--- config.mk ---
export PLATFORM = sky130hd
export DESIGN_NAME = reorder_buffer
export DESIGN_NICKNAME = d
export VERILOG_FILES = /design/src/rtl/reorder_buffer.sv
export SDC_FILE = /design/constraint.sdc
export NUM_CORES = 1
export LEC_CHECK = 0
export CAP_MARGIN = 5
export CORE_UTILIZATION = 35
export DETAILED_ROUTE_END_ITERATION = 8
export DONT_BUFFER_PORTS = 1
export PLACE_DENSITY_LB_ADDON = 0.05
export REMOVE_ABC_BUFFERS = 1
export SYNTH_ARGS = -nofsm -noshare
export SYNTH_HDL_FRONTEND = slang
export SYNTH_SLANG_ARGS = --single-unit
--- constraint.sdc ---
create_clock -name clk -period 6.5 [get_ports clk]
set_input_delay 0.975 -clock clk [delete_from_list [all_inputs] [get_ports clk]]
set_output_delay 0.975 -clock clk [all_outputs]
set_load 0.05 [all_outputs]
--- src/rtl/reorder_buffer.sv ---
// reorder_buffer: 16-entry in-order retirement buffer.
//   Allocation : alloc_valid/alloc_dest_valid/alloc_dest_reg in; alloc_ready and
//                alloc_tag (= tail pointer) out.
//   Writeback  : two ports wb_valid/wb_tag/wb_data. If both ports name the
//                same tag, port 1 wins.
//   Retirement : up to 3 lanes, registered. The lanes are
//                retirement_write_data_enable, retirement_target_reg,
//                retirement_write_data and retire_tag.
//   Status     : rob_count, the number of occupied entries (0-16).
//   Option     : ROB_FLUSH_EN adds the flush input, which empties the buffer
//                synchronously.
module reorder_buffer (
  input  logic        clk,
  input  logic        rst_n,
  input  logic        alloc_valid,
  input  logic        alloc_dest_valid,
  input  logic [3:0]  alloc_dest_reg,
  output logic        alloc_ready,
  output logic [3:0]  alloc_tag,
  input  logic        wb_valid [0:1],
  input  logic [3:0]  wb_tag   [0:1],
  input  logic [15:0] wb_data  [0:1],
  output logic        retirement_write_data_enable [0:2],
  output logic [3:0]  retirement_target_reg        [0:2],
  output logic [15:0] retirement_write_data        [0:2],
  output logic [3:0]  retire_tag                   [0:2],
  output logic [4:0]  rob_count
`ifdef ROB_FLUSH_EN
  ,
  input  logic        flush
`endif
);

  localparam int unsigned DEPTH    = 16;
  localparam int unsigned RETIRE_W = 3;
  localparam int unsigned TAG_W    = 4;
  localparam int unsigned REG_W    = 4;
  localparam int unsigned DATA_W   = 16;
  localparam int unsigned CNT_W    = 5;
  localparam int unsigned N_W      = 2;

  // Entry state. Control bits are reset; payload bits are not.
  logic [DEPTH-1:0]  valid_q, valid_d, done_q, done_d, dv_q, dv_d;
  logic [REG_W-1:0]  dreg_q  [DEPTH];
  logic [REG_W-1:0]  dreg_d  [DEPTH];
  logic [DATA_W-1:0] edata_q [DEPTH];
  logic [DATA_W-1:0] edata_d [DEPTH];
  logic [TAG_W-1:0]  head_q, head_d, tail_q, tail_d;
  logic [CNT_W-1:0]  count_q, count_d;

  // Registered retirement lanes.
  logic [RETIRE_W-1:0] ret_en_q, ret_en_d;
  logic [REG_W-1:0]    ret_reg_q  [RETIRE_W];
  logic [REG_W-1:0]    ret_reg_d  [RETIRE_W];
  logic [DATA_W-1:0]   ret_data_q [RETIRE_W];
  logic [DATA_W-1:0]   ret_data_d [RETIRE_W];
  logic [TAG_W-1:0]    ret_tag_q  [RETIRE_W];
  logic [TAG_W-1:0]    ret_tag_d  [RETIRE_W];

  logic [TAG_W-1:0]    lane_idx [RETIRE_W];
  logic [RETIRE_W-1:0] lane_ok, lane_go;
  logic [N_W-1:0]      n_c;
  logic                run_c, accept_c, flush_c;

`ifdef ROB_FLUSH_EN
  assign flush_c = flush;
`else
  assign flush_c = 1'b0;
`endif

  // Ready is based on the current count only. Retirements in the same cycle
  // cannot free an entry early.
  assign alloc_ready = (count_q != CNT_W'(DEPTH));
  assign alloc_tag   = tail_q;
  assign rob_count   = count_q;
  assign accept_c    = alloc_valid & alloc_ready;

  // Lane i examines entry head+i. The 4-bit add wraps naturally.
  for (genvar i = 0; i < RETIRE_W; i++) begin : g_lane
    assign lane_idx[i] = head_q + TAG_W'(i);
    assign lane_ok[i]  = valid_q[lane_idx[i]] & done_q[lane_idx[i]];
    assign lane_go[i]  = (N_W'(i) < n_c);
    assign retirement_write_data_enable[i] = ret_en_q[i];
    assign retirement_target_reg[i]        = ret_reg_q[i];
    assign retirement_write_data[i]        = ret_data_q[i];
    assign retire_tag[i]                   = ret_tag_q[i];
  end

  // Count the consecutive completed entries starting at head.
  always_comb begin
    n_c   = '0;
    run_c = 1'b1;
    for (int i = 0; i < RETIRE_W; i++) begin
      run_c = run_c & lane_ok[i];
      if (run_c) n_c = n_c + N_W'(1);
    end
  end

  // Next state. Writeback is applied first, then retire clears, then
  // allocation. Flush overrides all of these.
  always_comb begin
    valid_d = valid_q;
    done_d  = done_q;
    dv_d    = dv_q;
    dreg_d  = dreg_q;
    edata_d = edata_q;
    head_d  = head_q + TAG_W'(n_c);
    tail_d  = tail_q;
    count_d = count_q - CNT_W'(n_c);
    ret_en_d = '0;
    for (int i = 0; i < RETIRE_W; i++) begin
      ret_reg_d[i]  = '0;
      ret_data_d[i] = '0;
      ret_tag_d[i]  = '0;
    end

    // Writebacks to unallocated tags are ignored. Port 1 overwrites port 0.
    for (int k = 0; k < 2; k++) begin
      if (wb_valid[k] && valid_q[wb_tag[k]]) begin
        done_d[wb_tag[k]]  = 1'b1;
        edata_d[wb_tag[k]] = wb_data[k];
      end
    end

    for (int i = 0; i < RETIRE_W; i++) begin
      if (lane_go[i]) begin
        valid_d[lane_idx[i]] = 1'b0;
        done_d[lane_idx[i]]  = 1'b0;
        ret_en_d[i]   = dv_q[lane_idx[i]];
        ret_reg_d[i]  = dreg_q[lane_idx[i]];
        ret_data_d[i] = edata_q[lane_idx[i]];
        ret_tag_d[i]  = lane_idx[i];
      end
    end

    if (accept_c) begin
      valid_d[tail_q] = 1'b1;
      done_d[tail_q]  = 1'b0;
      dv_d[tail_q]    = alloc_dest_valid;
      dreg_d[tail_q]  = alloc_dest_reg;
      tail_d          = tail_q + TAG_W'(1);
      count_d         = count_d + CNT_W'(1);
    end

    if (flush_c) begin
      valid_d  = '0;
      done_d   = '0;
      head_d   = '0;
      tail_d   = '0;
      count_d  = '0;
      ret_en_d = '0;
      for (int i = 0; i < RETIRE_W; i++) begin
        ret_reg_d[i]  = '0;
        ret_data_d[i] = '0;
        ret_tag_d[i]  = '0;
      end
    end
  end

  // Control and retirement registers.
  always_ff @(posedge clk or negedge rst_n) begin
    if (!rst_n) begin
      valid_q  <= '0;
      done_q   <= '0;
      head_q   <= '0;
      tail_q   <= '0;
      count_q  <= '0;
      ret_en_q <= '0;
      for (int i = 0; i < RETIRE_W; i++) begin
        ret_reg_q[i]  <= '0;
        ret_data_q[i] <= '0;
        ret_tag_q[i]  <= '0;
      end
    end else begin
      valid_q    <= valid_d;
      done_q     <= done_d;
      head_q     <= head_d;
      tail_q     <= tail_d;
      count_q    <= count_d;
      ret_en_q   <= ret_en_d;
      ret_reg_q  <= ret_reg_d;
      ret_data_q <= ret_data_d;
      ret_tag_q  <= ret_tag_d;
    end
  end

  // Payload is qualified by valid/done, so it needs no reset.
  always_ff @(posedge clk) begin
    dv_q    <= dv_d;
    dreg_q  <= dreg_d;
    edata_q <= edata_d;
  end

endmodule

Word level (Yosys, flattened, before mapping). Index checks and enable logic that the tools add are counted.

Reduce and logical (&&, ||, !) cells: 11. Bitwise logic cells: 26. Equal/unequal tests: 1. Add/subtract/negate cells: 8. Order comparisons: 24. Multiplexer cells: 90.

Operators by type and width (count): $bwmux W256 (2); $mux W256 (2); $mux W16 (21); $bmux W16 S4 (3); $demux W16 S4 (2); $and A16 B16 Y16 (7); $bwmux W64 (1); $not A16 Y16 (4); $mux W4 (13); $bmux W4 S4 (3); $or A16 B16 Y16 (3); $bmux W1 S4 (11); $ge A5 B5 Y1 const B (6); $lt A4 B5 Y1 const B (6); $not A4 Y5 (6); $demux W1 S4 (6); $ge A4 B1 Y1 const B (6); $mux W1 (21); $bwmux W16 (1); $demux W4 S4 (1); $lt A5 B1 Y1 const B (3); $logic_and A1 B1 Y1 (11); $add A4 B1 Y4 const B (2); $and A1 B1 Y1 (6); other kinds (11) (13).

Output and inout bits: 85. Register bits after elaboration: 456. Input bits: 50.

Depth between registers and ports, before layout. Gate-level depths: netlist of the first run.

Depth after elaboration: 16. Depth in mapped cells: 19. Gate-level depth less buffers: 15.

Least setup slack after synthesis of the first run. No wires, ideal clock.

Path type: flip-flop to flip-flop. Start point: register head_q[1]. End point: register count_q[4] (netlist: rob_count[4]). Stages on the path, launching flop included: 20. Path buffers: 5. Path slack: 2174 ps. Arrival time: 4185 ps. Cells stage by stage: dfrtp_1 buf_2 buf_2 inv_1 ha_1 buf_2 mux4_2 nor3_2 a211o_1 buf_2 clkbuf_1 a21oi_1 ha_1 fa_1 inv_1 ha_1 nand2_1 mux2i_1 a31oi_1 xnor2_1.

Longest elaborated chain between the ends: 11. Elaborated cells on any way between the ends: 27. Those cells by class: 6 x add/sub; 16 x mux; 5 x bitwise.

RTL lines: from (decl) (RTL line 48) `logic [TAG_W-1:0] head_q, head_d, tail_q, tail_d;`; from (signal assigned) (RTL line 165) `head_q <= '0;`; from (signal assigned) (RTL line 177) `head_q <= head_d;`; $add A4 B1 Y4 / $bmux W1 S4 (equally long branches) (RTL line 80, 81); $bmux W1 S4 / $mux W1 (equally long branches) (RTL line 81) `assign lane_ok[i] = valid_q[lane_idx[i]] & done_q[lane_idx[i]];`; $mux W1 (not written as such) / $and A1 B1 Y1 (equally long branches) (RTL line 81); $and A1 B1 Y1 / $mux W1 (equally long branches) (RTL line 81, 95); $and A1 B1 Y1 / $add A1 B1 Y2 (equally long branches) (RTL line 94, 95); $mux W2 (RTL line 95) `if (run_c) n_c = n_c + N_W'(1);`; $add A2 B1 Y2 (RTL line 95); $mux W2 * (RTL line 95); $sub A5 B2 Y5 * (RTL line 109) `count_d = count_q - CNT_W'(n_c);`; $add A5 B1 Y5 (RTL line 142) `count_d = count_d + CNT_W'(1);`; $mux W5 * (RTL line 136) `if (accept_c) begin`; named net count_d[4] (RTL line 49) `logic [CNT_W-1:0] count_q, count_d;`; to (signal assigned) (RTL line 179) `count_q <= count_d;`; to (decl) (RTL line 49).

Mark *: on every way through the listed nets, which the timed path passes. The rest lies on a longest branch. The select of a mux whose other input is x is not followed. A chain may end at the register's enable or synchronous reset.

Worst setup path after layout of the first run. Same ends and word-level chain as after synthesis.

==> results of run 1 <==
## cell type report
class	count	area share
repair buffers	27	0.00700
flip-flops and latches	456	0.364
well taps	969	0.0419
clock buffers	87	0.0595
clock inverters	21	0.0114
inverters	25	0.00324
multi-input cells	1476	0.513
## critical path: cells and delay by family, from the launching register on
| family | cells | cell delay (ns) |
|---|---|---|
| compound gates | 4 | 1.10 |
| buf+inv | 2 | 0.96 |
| fa+ha+maj | 3 | 0.86 |
| flops | 1 | 0.74 |
| simple gates | 3 | 0.62 |
| mux | 1 | 0.18 |
| xor+xnor | 1 | 0.13 |
## per-stage QoR
stage	hold slack, ns	total power (W)	worst slack, ns
global placement	0.543	0.0143	1.80
global route	0.0130	0.0187	1.37
finish	0.0508	0.0178	1.73
detailed placement	0.556	0.0144	1.72
floorplan	0.501	0.0121	-9.74
CTS	0.0102	0.0179	1.69
## routing by layer
metal  vias up  part of all wire  GRT usage  routed length (um)
met4         0             0.030     0.0746                2790
met5         -                 0          0                   0
met3       147             0.060     0.0384                5530
li1       7991                 -          -                   -
met2       734              0.49      0.398               44900
met1      9567              0.42      0.321               39100
## synth_stat cells (10+ instances only)
library cell | number | area share
sky130_fd_sc_hd__mux4_2 | 332 | 0.28
sky130_fd_sc_hd__mux2i_1 | 266 | 0.10
sky130_fd_sc_hd__dfxtp_1 | 256 | 0.19
sky130_fd_sc_hd__nor2_1 | 256 | 0.036
sky130_fd_sc_hd__a21oi_1 | 221 | 0.042
sky130_fd_sc_hd__dfrtp_1 | 120 | 0.11
sky130_fd_sc_hd__clkbuf_1 | 118 | 0.017
sky130_fd_sc_hd__nand2_1 | 104 | 0.015
sky130_fd_sc_hd__edfxtp_1 | 80 | 0.091
sky130_fd_sc_hd__buf_2 | 66 | 0.013
sky130_fd_sc_hd__o21ai_0 | 50 | 0.0095
sky130_fd_sc_hd__buf_1 | 32 | 0.0046
sky130_fd_sc_hd__and2_1 | 31 | 0.0074
sky130_fd_sc_hd__and3_1 | 31 | 0.0074
sky130_fd_sc_hd__nor2b_1 | 29 | 0.0069
sky130_fd_sc_hd__inv_1 | 24 | 0.0034
sky130_fd_sc_hd__ha_1 | 17 | 0.0081
sky130_fd_sc_hd__nand3_1 | 11 | 0.0021
sky130_fd_sc_hd__nor3_1 | 11 | 0.0021
sky130_fd_sc_hd__buf_4 | 10 | 0.0028
sky130_fd_sc_hd__nand4_1 | 10 | 0.0024
## power groups by stage
stage / Clock [W] / Combinational (W) / Sequential (W)
after floorplan: 0 / 0.00655 / 0.00558
after global placement: 0 / 0.00869 / 0.00561
after detailed placement: 0 / 0.00873 / 0.00566
after CTS: 0.00355 / 0.00877 / 0.00561
after global routing: 0.00367 / 0.00928 / 0.00578
final: 0.00346 / 0.00869 / 0.00563
## cell families (layout without fill, tap and decap cells)
family | after synthesis | after routing | synth area share
multiplexers | 599 | 599 | 0.385
adder cells (fa/ha/maj) | 19 | 19 | 0.00958
buffers and inverters | 257 | 160 | 0.0434
AO/OA/AOI/OAI | 328 | 328 | 0.0685
AND/OR/NAND/NOR | 515 | 515 | 0.0889
flip-flops | 456 | 456 | 0.399
XOR/XNOR | 15 | 15 | 0.00555
## path summary, 6_finish.rpt
path | slack, ns | depth (start not counted) | to | from
worst max-delay path | 1.73 | 14 | rob_count[4] | head_q[1]
worst min-delay path | 0.05 | 0 | retirement_write_data[44] | rst_n
worst max register to register | 1.73 | 14 | rob_count[4] | head_q[1]
worst min register to register | 0.56 | 2 | edata_q[64] | edata_q[64]
max in group asynchronous | 6.26 | 0 | retirement_write_data[22] | rst_n
min in group clk | 0.45 | 0 | dreg_q[63] | alloc_dest_reg[3]
==> impl_metrics.sql, run 1 <==
INSERT INTO impl_metrics (metric_group, metric, value, unit) VALUES
('yosys', 'synthesis.area_per_instance', '12.1', 'um^2'),
('power_and_ir_drop', 'p_sw', '0.00705', 'W'),
('finish', 'finish.cell_count_without_fillers', '3061', ''),
('power_and_ir_drop', 'internal_power', '0.0107', 'W'),
('critical_path', 'worst_path_largest_cell_delay', '0.88', 'ns'),
('timing', 'grt_setup_unrepaired', 'no', ''),
('power_and_ir_drop', 'pwr-share-clk', '0.195', ''),
('global_routing', 'grt.total_usage', '0.240', ''),
('die', 'design.portCount', '135', ''),
('critical_path', 'critical_path_required', '6.98', 'ns'),
('run', 'cap_violations', '0', ''),
('finish', 'seqCellArea', '0.0105', 'mm^2'),
('clocking', 'max-clock-path-buffers', '3', ''),
('timing', 'max_slew.worst_pin.slew', '1.15', 'ns'),
('clocking', 'cts_resized', '0', ''),
('finish', 'fraction_of_layout_instances_using_a_drive_strength_above_1', '0.243', ''),
('die', 'design.core.area', '0.0744', 'mm^2'),
('finish', 'most-common-layout-cells', 'sky130_fd_sc_hd__mux4_2 (332), sky130_fd_sc_hd__mux2i_1 (266), sky130_fd_sc_hd__nor2_1 (256), sky130_fd_sc_hd__dfxtp_1 (256), sky130_fd_sc_hd__a21oi_1 (221)', ''),
('finish', 'multi_input_area', '0.0148', 'mm^2'),
('finish', 'area_growth', '9.70', '%'),
('yosys', 'yosysWarnings', '0', ''),
('clocking', 'clk_pin_slew', '0.06', 'ns'),
('critical_path', 'end_kind', 'flop', ''),
('finish', 'nets_final', '2113', ''),
('timing', 'timing.final.setup_violations', '0', ''),
('die', 'die_footprint', '0.0765', 'mm^2'),
('critical_path', 'critPathKind', 'flop to flop', ''),
('global_routing', 'grt_max_degree', '121', ''),
('critical_path', 'cpMostUsedCell', 'sky130_fd_sc_hd__ha_1', ''),
('power_and_ir_drop', 'power.share.combinational', '0.489', ''),
('clocking', 'cts_tree', 'built', ''),
('timing', 'final.setup.tns', '0', 'ns'),
('clocking', 'clock_latency_of_the_later_clocked_register_in_the_worst_skew_pair', '0.63', 'ns'),
('routing', 'dr.pass1.iters', '7', ''),
('yosys', 'synth.distinct_cells', '66', ''),
('placed_design', 'gpl.final_weighted_congestion', '0.864', ''),
('yosys', 'synth_seq_area_share', '0.399', ''),
('finish', 'finalInstanceArea', '0.0289', 'mm^2'),
('clocking', 'cts_setup_buffers', '0', ''),
('clocking', 'cts.root.buffer_cell', 'sky130_fd_sc_hd__clkbuf_16', ''),
('critical_path', 'worst-path-max-fanout', '68', ''),
('global_routing', 'grt-ovfl-total', '0', ''),
('routing', 'detailroute.via_count', '18400', ''),
('die', 'start_util', '0.354', ''),
('critical_path', 'crit_path_top_delay_cell', 'sky130_fd_sc_hd__buf_4', ''),
('yosys', 'synth_enable_flop_cells', '80', ''),
('placed_design', 'place_area', '0.0269', 'mm^2'),
('clocking', 'holdBufCountCts', '0', ''),
('power_and_ir_drop', 'ir_drop', '333', 'uV'),
('critical_path', 'cp.arrival', '5.25', 'ns'),
('timing', 'period_share', '0.733', ''),
('clocking', 'htree_num_levels', '2', ''),
('power_and_ir_drop', 'p_leak', '11.5', 'nW'),
('yosys', 'yosys_register_bits', '456', ''),
('finish', 'fill_cells', '6944', ''),
('power_and_ir_drop', 'seq_power_share', '0.317', ''),
('timing', 'clock_skew', '0.0153', 'ns'),
('timing', 'timing.slew.headroom', '0.235', ''),
('placed_design', 'hpwlAfterDp', '55400', 'um'),
('routing', 'drt-total-wl', '92300', 'um'),
('finish', 'antenna_cells', '0', ''),
('routing', 'detail_route.iter0.violations', '1645', ''),
('power_and_ir_drop', 'switching_share', '0.397', ''),
('clocking', 'clkSinkCount', '456', ''),
('routing', 'drcViolationCount', '0', ''),
('routing', 'routed_via_density', '6.02', ''),
('yosys', 'asyncSetResetFlopFracSynth', '0.263', ''),
('routing', 'post_drt_wl_per_cell', '30.2', 'um'),
('run_status', 'status', 'complete, no violations', ''),
('clocking', 'tritoncts.num_buffers', '58', ''),
('yosys', 'syn_area', '0.0264', 'mm^2');
No activity file was read; power rests on OpenSTA's default activity.
==> inputs of run 2 (changes only) <==
==> constraint.sdc (replaced) <==
create_clock -name clk -period 4.78 [get_ports clk]
set_input_delay 0.717 -clock clk [delete_from_list [all_inputs] [get_ports clk]]
set_output_delay 0.717 -clock clk [all_outputs]
set_load 0.05 [all_outputs]
==> impl_metrics.sql, run 2 (synthesized netlist as in run 1, its figures left out) <==
INSERT INTO impl_metrics (metric_group, metric, value, unit) VALUES
('clocking', 'clock_latency_of_the_later_clocked_register_in_the_worst_skew_pair', '0.63', 'ns'),
('die', 'die_height', '277', 'um'),
('die', 'die_footprint', '0.0765', 'mm^2'),
('routing', 'detail_route.iter0.violations', '1644', ''),
('critical_path', 'critical_path_required', '5.27', 'ns'),
('timing', 'grt_setup_unrepaired', 'no', ''),
('placed_design', 'gpl.final_weighted_congestion', '0.868', ''),
('die', 'fp.dieW', '277', 'um'),
('run', 'cap_violations', '0', ''),
('global_routing', 'number_of_global_route_vias_before_repair', '18300', ''),
('critical_path', 'setup.worst_path.end', 'rob_count[4]', ''),
('finish', 'largest_register_ff_count', '256', ''),
('placed_design', 'hpwlAfterDp', '55800', 'um'),
('timing', 'number_of_max_slew_violations_in_the_final_report', '0', ''),
('clocking', 'clk_pin_slew', '0.06', 'ns'),
('critical_path', 'critPathKind', 'flop to flop', ''),
('global_routing', 'grt.total_usage', '0.244', ''),
('routing', 'ant_nets', '0', ''),
('clocking', 'htree_num_levels', '2', ''),
('clocking', 'cts_setup_buffers', '0', ''),
('finish', 'area_growth', '9.59', '%'),
('power_and_ir_drop', 'p_per_area', '832', 'mW/mm^2'),
('finish', 'nets_final', '2124', ''),
('power_and_ir_drop', 'totalPowerFinal', '0.0240', 'W'),
('critical_path', 'crit-reg2reg-launch', 'head_q[0]', ''),
('critical_path', 'r2r.worst_path.cells', '14', ''),
('die', 'number_of_rows_in_the_core_area', '100', ''),
('placed_design', 'port_buffers', '0', ''),
('routing', 'dr.pass1.iters', '5', ''),
('timing', 'report.final.hold_viol_count', '0', ''),
('hold_path', 'min-delay-path-class', 'primary input to asynchronous set/reset pin', ''),
('critical_path', 'end_kind', 'flop', ''),
('global_routing', 'grt_first_pass_wirelength', '136000', 'um'),
('timing', 'timing.final.crit_period', '4.36', 'ns'),
('die', 'design.core.area', '0.0744', 'mm^2'),
('finish', 'largest_register', 'edata_q', ''),
('placed_design', 'place_area', '0.0270', 'mm^2'),
('clocking', 'cts_tree', 'built', ''),
('critical_path', 'rr_endpoint', 'rob_count[4]', ''),
('clocking', 'clkSinkCount', '456', ''),
('die', 'design.portCount', '135', ''),
('placed_design', 'preCtsSetupSlack', '0.485', 'ns'),
('finish', 'antenna_cells', '0', ''),
('critical_path', 'worst-path-max-fanout', '24', ''),
('power_and_ir_drop', 'p_leak', '11.5', 'nW'),
('routing', 'detailroute.via_count', '18600', ''),
('routing', 'post_drt_wl_per_cell', '30.4', 'um'),
('power_and_ir_drop', 'ir_drop', '527', 'uV'),
('timing', 'hold_worst_slack', '0.0798', 'ns'),
('routing', 'routed_via_density', '6.04', ''),
('clocking', 'cts_resized', '0', ''),
('global_routing', 'grt-ovfl-total', '0', ''),
('run_status', 'status', 'complete, no violations', ''),
('routing', 'drt-total-wl', '93400', 'um'),
('critical_path', 'r2r_setup_slack', '0.42', 'ns'),
('timing', 'max_slew.worst_pin.slew', '1.16', 'ns'),
('clocking', 'cts.root.buffer_cell', 'sky130_fd_sc_hd__clkbuf_16', ''),
('timing', 'timing.slew.headroom', '0.224', ''),
('critical_path', 'cp-start-kind', 'flop', ''),
('die', 'start_util', '0.354', ''),
('timing', 'timing.final.setup_violations', '0', ''),
('critical_path', 'cp.arrival', '4.85', 'ns'),
('routing', 'drcViolationCount', '0', ''),
('clocking', 'max-clock-path-buffers', '3', ''),
('finish', 'finalInstanceArea', '0.0289', 'mm^2'),
('timing', 'clock_skew', '0.0313', 'ns'),
('clocking', 'tritoncts.num_buffers', '56', ''),
('finish', 'most-common-layout-cells', 'sky130_fd_sc_hd__mux4_2 (332), sky130_fd_sc_hd__mux2i_1 (266), sky130_fd_sc_hd__nor2_1 (256), sky130_fd_sc_hd__dfxtp_1 (256), sky130_fd_sc_hd__a21oi_1 (221)', ''),
('timing', 'period_share', '0.912', ''),
('finish', 'most_common_cell_after_layout_fill_and_taps_aside', 'sky130_fd_sc_hd__mux4_2', ''),
('global_routing', 'grt_max_degree', '154', ''),
('critical_path', 'setup.worst_path.start', 'head_q[0]', ''),
('timing', 'max_freq', '229', 'MHz'),
('finish', 'fraction_of_layout_instances_using_a_drive_strength_above_1', '0.244', ''),
('global_routing', 'antenna_found_initial', '2', ''),
('timing', 'fin_ws', '0.419', 'ns'),
('clocking', 'holdBufCountCts', '1', '');
-- run 2: changes by cell type in the layout (fill, tap and decap cells not counted), moves of 3 or more --
cell,delta
sky130_fd_sc_hd__buf_4,+11
sky130_fd_sc_hd__clkinv_2,+5
sky130_fd_sc_hd__clkbuf_1,+4
sky130_fd_sc_hd__clkinvlp_4,-4
sky130_fd_sc_hd__bufinv_16,-3
sky130_fd_sc_hd__clkbuf_8,-3
-- run 2: where the power goes --
| group | switching, W | leakage (nW) | internal, W |
|---|---|---|---|
| Combinational | 0.00570 | 6.16 | 0.00634 |
| Clock | 0.00174 | 0.936 | 0.00266 |
| Sequential | 0.00222 | 4.43 | 0.00538 |
-- run 2: worst min-delay path by stage --
stage          startpoint                         to  cells past startpoint  slack (ns)
2_1_floorplan       rst_n               alloc_tag[0]                      0        0.42
4_1_cts             rst_n  retirement_write_data[28]                      1        0.10
3_3_place_gp        rst_n  retirement_target_reg[10]                      0        0.42
5_1_grt             rst_n  retirement_write_data[28]                      1        0.12
6_report            rst_n  retirement_write_data[28]                      1        0.08
3_5_place_dp        rst_n   retirement_target_reg[2]                      0        0.42
-- run 2: layer usage --
metal | share of wire | up-vias | global-route usage
li1 | - | 8014 | -
met1 | 0.42 | 9654 | 0.323
met3 | 0.060 | 137 | 0.0397
met5 | 0 | - | 0
met2 | 0.49 | 752 | 0.409
met4 | 0.027 | 0 | 0.0716
-- run 2: layout make-up --
cell class,count,area (um^2)
Fill cell,7066,45500
Inverter,25,93.8
Clock buffer,87,1670
Clock inverter,19,228
Timing Repair Buffer,40,333
Sequential cell,456,10500
Multi-Input combinational cell,1476,14800
Tap cell,969,1210
-- run 2: per-stage QoR --
step                      setup TNS [ns]  instances  utilization
after floorplan                 -1122.29       1957            -
after detailed placement               0       2965        0.362
final                                  0       3072        0.388
after global placement                 0       2965        0.362
after global routing                   0       3072        0.388
after CTS                              0       3072        0.388
-- run 2: worst max-delay path: stages, from the launching register on --
cell and delay [ns]:
sky130_fd_sc_hd__dfrtp_4 0.70, sky130_fd_sc_hd__ha_1 0.50, sky130_fd_sc_hd__nor2b_2 0.33, sky130_fd_sc_hd__or2_2 0.38
sky130_fd_sc_hd__nor3_2 0.13, sky130_fd_sc_hd__a211o_2 0.40, sky130_fd_sc_hd__a21oi_1 0.24, sky130_fd_sc_hd__ha_1 0.24
sky130_fd_sc_hd__fa_1 0.47, sky130_fd_sc_hd__inv_1 0.09, sky130_fd_sc_hd__ha_1 0.14, sky130_fd_sc_hd__nand2_1 0.09
sky130_fd_sc_hd__nor4b_1 0.29, sky130_fd_sc_hd__a31oi_1 0.09, sky130_fd_sc_hd__xnor2_1 0.13
